--- src/rtl/arm_code_emitter.sv ---
// Buffers translated ARM words in a small FIFO and writes them sequentially into code RAM,
// closing each method image with BX LR and reporting the emitted word count.
module arm_code_emitter #(
    parameter int DEPTH  = 4,
    parameter int ADDR_W = 10,
    parameter int LIMIT  = 1023
) (
    input  logic              clk,
    input  logic              reset,
    input  logic              start,
    input  logic [31:0]       data,
    output logic              ready,
    input  logic [ADDR_W-1:0] base_addr,
    input  logic              flush,
    output logic              mem_we,
    output logic [ADDR_W-1:0] mem_addr,
    output logic [31:0]       mem_wdata,
    input  logic              mem_ack,
    output logic              done,
    output logic [ADDR_W:0]   word_count,
    output logic              overflow
);

    localparam int              PTR_W   = $clog2(DEPTH);
    localparam logic [31:0]     BX_LR   = 32'hE12FFF1E;
    localparam logic [ADDR_W:0] LIMIT_A = (ADDR_W + 1)'(LIMIT);
    localparam logic [PTR_W:0]  FULL_N  = (PTR_W + 1)'(DEPTH);

    typedef enum logic [2:0] {IDLE, RUN, DRAIN, TERM, DONE} state_t;

    state_t            state;
    logic [31:0]       fifo_mem [DEPTH];
    logic [PTR_W-1:0]  wr_ptr;
    logic [PTR_W-1:0]  rd_ptr;
    logic [PTR_W:0]    count;
    // One bit wider than the RAM address so the pointer never wraps past LIMIT.
    logic [ADDR_W:0]   addr;

    logic empty;
    logic full;
    logic in_range;
    logic streaming;
    logic term_wr;
    logic pop;
    logic push;

    assign empty     = (count == '0);
    assign full      = (count == FULL_N);
    assign in_range  = (addr <= LIMIT_A);
    assign streaming = ((state == RUN) || (state == DRAIN)) && !empty && !overflow;
    assign term_wr   = (state == TERM) && !overflow && in_range;

    assign mem_we    = (streaming && in_range) || term_wr;
    assign mem_addr  = addr[ADDR_W-1:0];
    assign mem_wdata = term_wr ? BX_LR : (mem_we ? fifo_mem[rd_ptr] : 32'h0);
    assign done      = (state == DONE);

    // After overflow, input is swallowed so the translator never stalls.
    assign ready = (state == RUN) && (!full || overflow);
    assign pop   = streaming && in_range && mem_ack;
    // A pop in the same cycle frees the slot, so a full FIFO still accepts.
    assign push  = (state == RUN) && start && !overflow && (!full || pop);

    always_ff @(posedge clk) begin
        if (push) begin
            fifo_mem[wr_ptr] <= data;
        end
    end

    always_ff @(posedge clk) begin
        if (reset) begin
            state      <= IDLE;
            wr_ptr     <= '0;
            rd_ptr     <= '0;
            count      <= '0;
            addr       <= '0;
            word_count <= '0;
            overflow   <= 1'b0;
        end else begin
            if (push) begin
                wr_ptr <= wr_ptr + PTR_W'(1);
            end
            if (pop) begin
                rd_ptr     <= rd_ptr + PTR_W'(1);
                addr       <= addr + (ADDR_W + 1)'(1);
                word_count <= word_count + (ADDR_W + 1)'(1);
            end
            if (push && !pop) begin
                count <= count + (PTR_W + 1)'(1);
            end else if (pop && !push) begin
                count <= count - (PTR_W + 1)'(1);
            end
            // Out-of-range write: flag it and discard everything still buffered.
            if (streaming && !in_range) begin
                overflow <= 1'b1;
                count    <= '0;
                wr_ptr   <= '0;
                rd_ptr   <= '0;
            end

            case (state)
                IDLE: begin
                    addr       <= {1'b0, base_addr};
                    word_count <= '0;
                    overflow   <= 1'b0;
                    count      <= '0;
                    wr_ptr     <= '0;
                    rd_ptr     <= '0;
                    state      <= RUN;
                end
                RUN: begin
                    if (flush) begin
                        state <= DRAIN;
                    end
                end
                DRAIN: begin
                    if (empty || overflow) begin
                        state <= TERM;
                    end
                end
                TERM: begin
                    if (!term_wr) begin
                        overflow <= 1'b1;
                        state    <= DONE;
                    end else if (mem_ack) begin
                        word_count <= word_count + (ADDR_W + 1)'(1);
                        state      <= DONE;
                    end
                end
                DONE: begin
                    state <= IDLE;
                end
                default: begin
                    state <= IDLE;
                end
            endcase
        end
    end

endmodule

--- config.mk ---
export PLATFORM = sky130hd
export DESIGN_NAME = arm_code_emitter
export DESIGN_NICKNAME = d
export VERILOG_FILES = /design/src/rtl/arm_code_emitter.sv
export SDC_FILE = /design/constraint.sdc
export NUM_CORES = 1
export LEC_CHECK = 0
export BUFFER_PORTS_ARGS = -buffer_cell sky130_fd_sc_hd__buf_2
export CELL_PAD_IN_SITES_DETAIL_PLACEMENT = 0
export CELL_PAD_IN_SITES_GLOBAL_PLACEMENT = 1
export CORE_MARGIN = 1
export CORE_UTILIZATION = 49
export CTS_BUF_LIST = sky130_fd_sc_hd__clkbuf_4
export DETAILED_ROUTE_END_ITERATION = 6
export PLACE_DENSITY_LB_ADDON = 0.1
export SLEW_MARGIN = 20
export SYNTH_ARGS = -nofsm -noshare
export SYNTH_HDL_FRONTEND = slang
export SYNTH_SLANG_ARGS = --single-unit
--- constraint.sdc ---
create_clock -name clk -period 3.38 [get_ports clk]
set_input_delay 0.169 -clock clk [delete_from_list [all_inputs] [get_ports clk]]
set_output_delay 0.169 -clock clk [all_outputs]
set_load 0.05 [all_outputs]
# == Word level (Yosys, flattened, before mapping) ==
# Memories as Yosys holds them, arrays and structs flattened. A register that Yosys moved wholly into a read port is not among the register bits.
# Index checks and enable logic that the tools add are counted.
# classes
eq_ne,8
n_reduce_logical,31
addsub,6
n_lt_le_gt_ge,1
muxes,22
# op_table
cell,n
two-way mux 32 bit,2
two-way mux 11 bit,3
"adder 11 x 1 -> 11 bit, second input constant",2
one-hot mux 11 bit (2 select lines),1
two-way mux 10 bit,2
two-way mux 3 bit,6
logical AND 1 bit,13
one-hot mux 3 bit (4 select lines),1
"<= comparator 11 x 10 -> 1 bit, second input constant",1
"equality test 3 x 2 -> 1 bit, second input constant",2
"equality test 3 bit, second input constant",2
zero test 1 bit,6
zero test 3 bit,2
logical OR 1 bit,5
"adder 2 x 1 -> 2 bit, second input constant",2
two-way mux 1 bit,4
two-way mux 2 bit,2
nonzero test 2 bit,2
"adder 3 x 1 -> 3 bit, second input constant",1
"equality test 3 x 1 -> 1 bit, second input constant",1
"inequality test 3 bit, second input constant",1
AND reduction 3 bit,1
OR reduction 3 bit,1
"subtractor 3 x 1 -> 3 bit, second input constant",1
4 further kinds,4
# word_totals
out_inout_bits,57
register_bits,33
ramBits,128
input_bits,47
memories,1
elab_cells,77
# memory_table
memory,depth,word_bits,read_ports,rd_ports_with_merged_regs,wr,line_no,source
fifo_mem,4,32,1,1,1,32,logic [31:0] fifo_mem [DEPTH];

# == Depth between registers and ports, before layout ==
# depth
depth_word,12
ltp_mapped,14
ltp_nobuf,13

# == Worst setup path after synthesis ==
# OpenSTA, ideal clock, no wires.
# synth_path
path_kind,register to register
start,register overflow
end,"memory fifo_mem[0][0], enable pin"
synth_period_minus_slack_ns,2.696
slack_ns,0.684
setup_time_ns,0.392
stages_incl_launch_ff,7
arrival_ns,2.304
path_buffers,0
required_ns,2.988
path_cell_list,dfxtp_1 > nor2_2 > nand4_2 > a21oi_4 > inv_2 > a21oi_2 > and2_1
# synth_via
elab_chain_len,8
word_cells_on_any_way,9
cone_classes,mux: 2; reduce/logical: 7
# synth_rtl
item,line_no,source
from (decl),21,output logic overflow
from (signal assigned),78,overflow <= 1'b0;
from (signal assigned),95,overflow <= 1'b1;
from (signal assigned),105,overflow <= 1'b0;
zero test 1 bit *,"50, 62",
logical AND 1 bit,50,assign streaming = ((state == RUN) || (state == DRAIN)) && !empty && !overflow;
logical AND 1 bit (2 in a row),60,assign pop = streaming && in_range && mem_ack;
logical OR 1 bit,62,assign push = (state == RUN) && start && !overflow && (!full || pop);
logical AND 1 bit *,62,
via push,45,logic push;
two-way mux 1 bit *,65,if (push) begin
two-way mux 1 bit (not written as such) *,66,fifo_mem[wr_ptr] <= data;
to (decl),32,
# The timed path passes the listed nets; every way through them passes the cells marked *.

# == Final worst setup path ==
# layout_path
start,register addr[0]
end,output mem_wdata[4]
# layout_via
elab_chain_len,5
word_cells_on_any_way,6
cone_classes,order compare: 1; mux: 2; reduce/logical: 3
# layout_rtl
item,line_no,source
from (decl),37,logic [ADDR_W:0] addr;
from (signal assigned),85,addr <= addr + (ADDR_W + 1)'(1);
from (signal assigned),103,"addr <= {1'b0, base_addr};"
<= comparator 11 x 10 -> 1 bit *,49,assign in_range = (addr <= LIMIT_A);
"logical AND 1 bit, on equally long branches","53, 51",
logical OR 1 bit,53,assign mem_we = (streaming && in_range) || term_wr;
two-way mux 32 bit,55,assign mem_wdata = term_wr ? BX_LR : (mem_we ? fifo_mem[rd_ptr] : 32'h0);
two-way mux 32 bit *,55,
to (decl),17,"output logic [31:0] mem_wdata,"
# Mark *: on every way between the ends. The rest lies on a longest branch, timed or not.

==> impl_metrics.env <==
export IMPL_status="completed"
export IMPL_ios=104
export IMPL_report_final_slew_viol_count=0
export IMPL_clock_sinks=163
export IMPL_nets=666
export IMPL_grt_max_degree=29
export IMPL_synthDistinctLibCells=62
export IMPL_ant_nets=0
export IMPL_drt_initial_drc_count=235
export IMPL_slowest_stage="dfxtp_1"
export IMPL_synth_top_area_share=0.547
export IMPL_arrival_ps=2890
export IMPL_dieArea_um2=14800
export IMPL_critPathKind="reg2out"
export IMPL_power_w=0.00389
export IMPL_ir_drop_uv=300
export IMPL_cts_tree="yes"
export IMPL_hold_violations=0
export IMPL_crit_fanout=18
export IMPL_die_w_um=122
export IMPL_grt_pass1_wl_um=22300
export IMPL_clk_pin_slew_worst_paths_ps=140
export IMPL_r2r_start="state[1]"
export IMPL_fillCellCount=1059
export IMPL_vias=4266
export IMPL_syn_cell_area_um2=7020
export IMPL_dp_cells=721
export IMPL_grt_pass1_vias=4415
export IMPL_cap_violations=0
export IMPL_dpl_instance_area_um2=7720
export IMPL_critPathCaptureType="output port"
export IMPL_hold_path_class="in2reg"
export IMPL_rows=43
export IMPL_port_buffers=103
export IMPL_drive_above_1_share=0.333
export IMPL_start_kind="register"
export IMPL_cp_endpoint="mem_wdata[4]"
export IMPL_ctsHoldBuffers=51
export IMPL_setup_tns_ps=0
export IMPL_dr_pass1_iters=4
export IMPL_grt_overflow_total=0
export IMPL_fin_crit_sh=0.904
export IMPL_ys_top_cells_by_area="edfxtp_1 55%, mux4_2 10%, dfxtp_1 10%"
export IMPL_post_cts_buffers=0
export IMPL_stdcell_count=804
export IMPL_start_util=0.504
export IMPL_async_flop_share=0
export IMPL_dpl_worst_slack_ps=490
export IMPL_cts_repair_resized=0
export IMPL_yosys_warnings=0
export IMPL_cp_startpoint="addr[0]"
export IMPL_drc_errors=0
export IMPL_path_buf_inv=3
export IMPL_grt_usage=0.203
export IMPL_dp_hpwl_um=8720
export IMPL_period_minus_slack_ps=3050
export IMPL_final_area_um2=8500
export IMPL_crit_path_max_incr_delay_ps=440
export IMPL_synth_seq_area_share=0.647
export IMPL_synth_edf_count=128
export IMPL_synth_seq_cells=163
export IMPL_path_depth=9
export IMPL_reg2reg_slack_ps=460
export IMPL_postSynthAreaPerCell_um2=15.3
export IMPL_place_gp_congestion=0.783
export IMPL_core_um2=13900
export IMPL_setup_viol=0
export IMPL_clk_latency_ps=550
export IMPL_num_antenna_cells=0
export IMPL_max_slew_margin=0.554
export IMPL_synth_flop_cell="edfxtp_1"
export IMPL_r2r_end="count[2]"
export IMPL_clockBufferDepth=2
export IMPL_cp_common_cell="buf_4"
export IMPL_antenna_found_initial=0
export IMPL_areaGrowthSynthToFinish_pct=21.0
export IMPL_worst_pin_slew_ps=669
export IMPL_numCtsBuffers=17
export IMPL_p_per_area_nw_per_um2=457
export IMPL_clock_skew_final_ps=17.5
export IMPL_yosys_area_top_type="edfxtp_1"
export IMPL_avgViaCountPerCell=5.31
export IMPL_worst_slack_ps=326
export IMPL_htree_levels=4
export IMPL_r2r_cells=12
export IMPL_wl_per_cell_um=17.2
export IMPL_critPathRequiredTime_ps=3210
export IMPL_fmaxAchievable_ghz=0.327
export IMPL_cpLargestDelayFamily="buffers and inverters"
export IMPL_postSynthCellCount=460
export IMPL_die_y_um=122
export IMPL_synth_fp_nets=515
export IMPL_rsz0062_at_grt="false"
export IMPL_p_leak_nw=3.09
export IMPL_path_cells="ha_1 > nand2_1 > and3_1 > buf_4 > a21oi_2 > nand2b_1 > buf_4 > o21ai_0 > buf_2"
export IMPL_routed_wirelength_um=13800
export IMPL_cts_root_buf="clkbuf_4"
[per-layer routing]
layer	global-route usage	part of all wire
met5	0	0
met4	0.0802	0.012
met3	0.0421	0.036
met2	0.339	0.51
met1	0.261	0.44
[per-stage QoR]
stage / util / hold slack, ps
2_1_floorplan: - / 268
3_3_place_gp: 0.554 / 379
3_5_place_dp: 0.554 / 387
5_1_grt: 0.610 / 88.8
4_1_cts: 0.610 / 32.0
6_report: 0.610 / 83.2
[sequential cells by signal, summed over array words and instances, names as in the netlist, named ones only]
register	flops
state	3
rd_ptr	2
word_count	11
addr	11
overflow	1
wr_ptr	2
count	3
fifo_mem	128
[worst min path at each step]
stage	startpoint	end	slack [ps]	depth (start not counted)
2_1_floorplan	data[0]	fifo_mem[0][0]	270	0
3_3_place_gp	data[4]	fifo_mem[2][4]	380	1
3_5_place_dp	data[13]	fifo_mem[1][13]	390	1
4_1_cts	start	wr_ptr[1]	30	4
5_1_grt	start	wr_ptr[1]	90	4
6_report	start	wr_ptr[1]	80	4
[layout by cell type (no fill, tap or decap), types with 5 or more instances in the layout]
master,n
clkbuf_4,18
a311oi_1,5
xnor2_1,9
buf_4,7
buf_2,103
nand2b_1,5
edfxtp_1,128
nor2_1,26
nand2_1,11
xor2_1,5
o21ai_0,23
mux4_2,32
dfxtp_1,33
dlygate4sd3_1,51
ha_1,7
and3_1,5
buf_12,5
a211oi_1,6
inv_1,28
nor2b_1,12
a21oi_1,6
nand3_1,10
[power breakdown]
part / switching, W / internal [W]
Sequential: 0.0000386 / 0.00221
Clock: 0.000688 / 0.000380
Combinational: 0.000367 / 0.000201
[layout make-up]
class | instances | area [µm²] | share of cell area
clock inverter | 14 | 130 | 0.0153
multi-input combinational | 234 | 2170 | 0.256
timing repair buffer | 166 | 1180 | 0.139
clock buffer | 18 | 135 | 0.0159
sequential | 163 | 4550 | 0.535
tap | 180 | 225 | 0.0265
inverter | 29 | 109 | 0.0128
[synth_stat cells, drive strengths merged, types with 2 or more instances]
cell type / instances
ha: 7
buf: 24
mux2i: 3
nand4: 5
nand3: 10
dfxtp: 35
nor3: 3
nand2b: 5
a31oi: 5
nor2b: 12
o211ai: 4
xnor2: 9
edfxtp: 128
mux2: 2
nand3b: 3
o21ai: 24
o21a: 2
a211oi: 9
a21oi: 9
mux4: 32
clkbuf: 10
a41o: 3
inv: 29
or3: 3
a22oi: 2
nand2: 11
and3: 6
nor3b: 4
and4: 2
a311oi: 5
nor2: 27
xor2: 6
and2: 4
a2111oi: 5
[cell families (layout without fill, tap and decap cells)]
group / after synthesis / in the layout / synth area share
xor gates and xnor gates: 15 / 15 / 0.0198
AOI/OAI and AO/OA: 74 / 74 / 0.0836
buffers and inverters: 63 / 227 / 0.0440
adders and majority gates: 9 / 9 / 0.0167
muxes: 37 / 37 / 0.110
DFF: 163 / 163 / 0.647
and+or+nand+nor: 99 / 99 / 0.0787
[worst register-to-register path, cell delays in order (launching register included)]
cell,delay (ps)
dfxtp_1,570
xor2_2,300
nand4_2,220
a21oi_4,210
inv_2,90
a21oi_2,270
ha_1,250
inv_1,60
fa_1,380
xor2_1,150
nor2_1,120
xnor2_1,140
nor2_1,50
No activity file was read; power rests on OpenSTA's default activity.
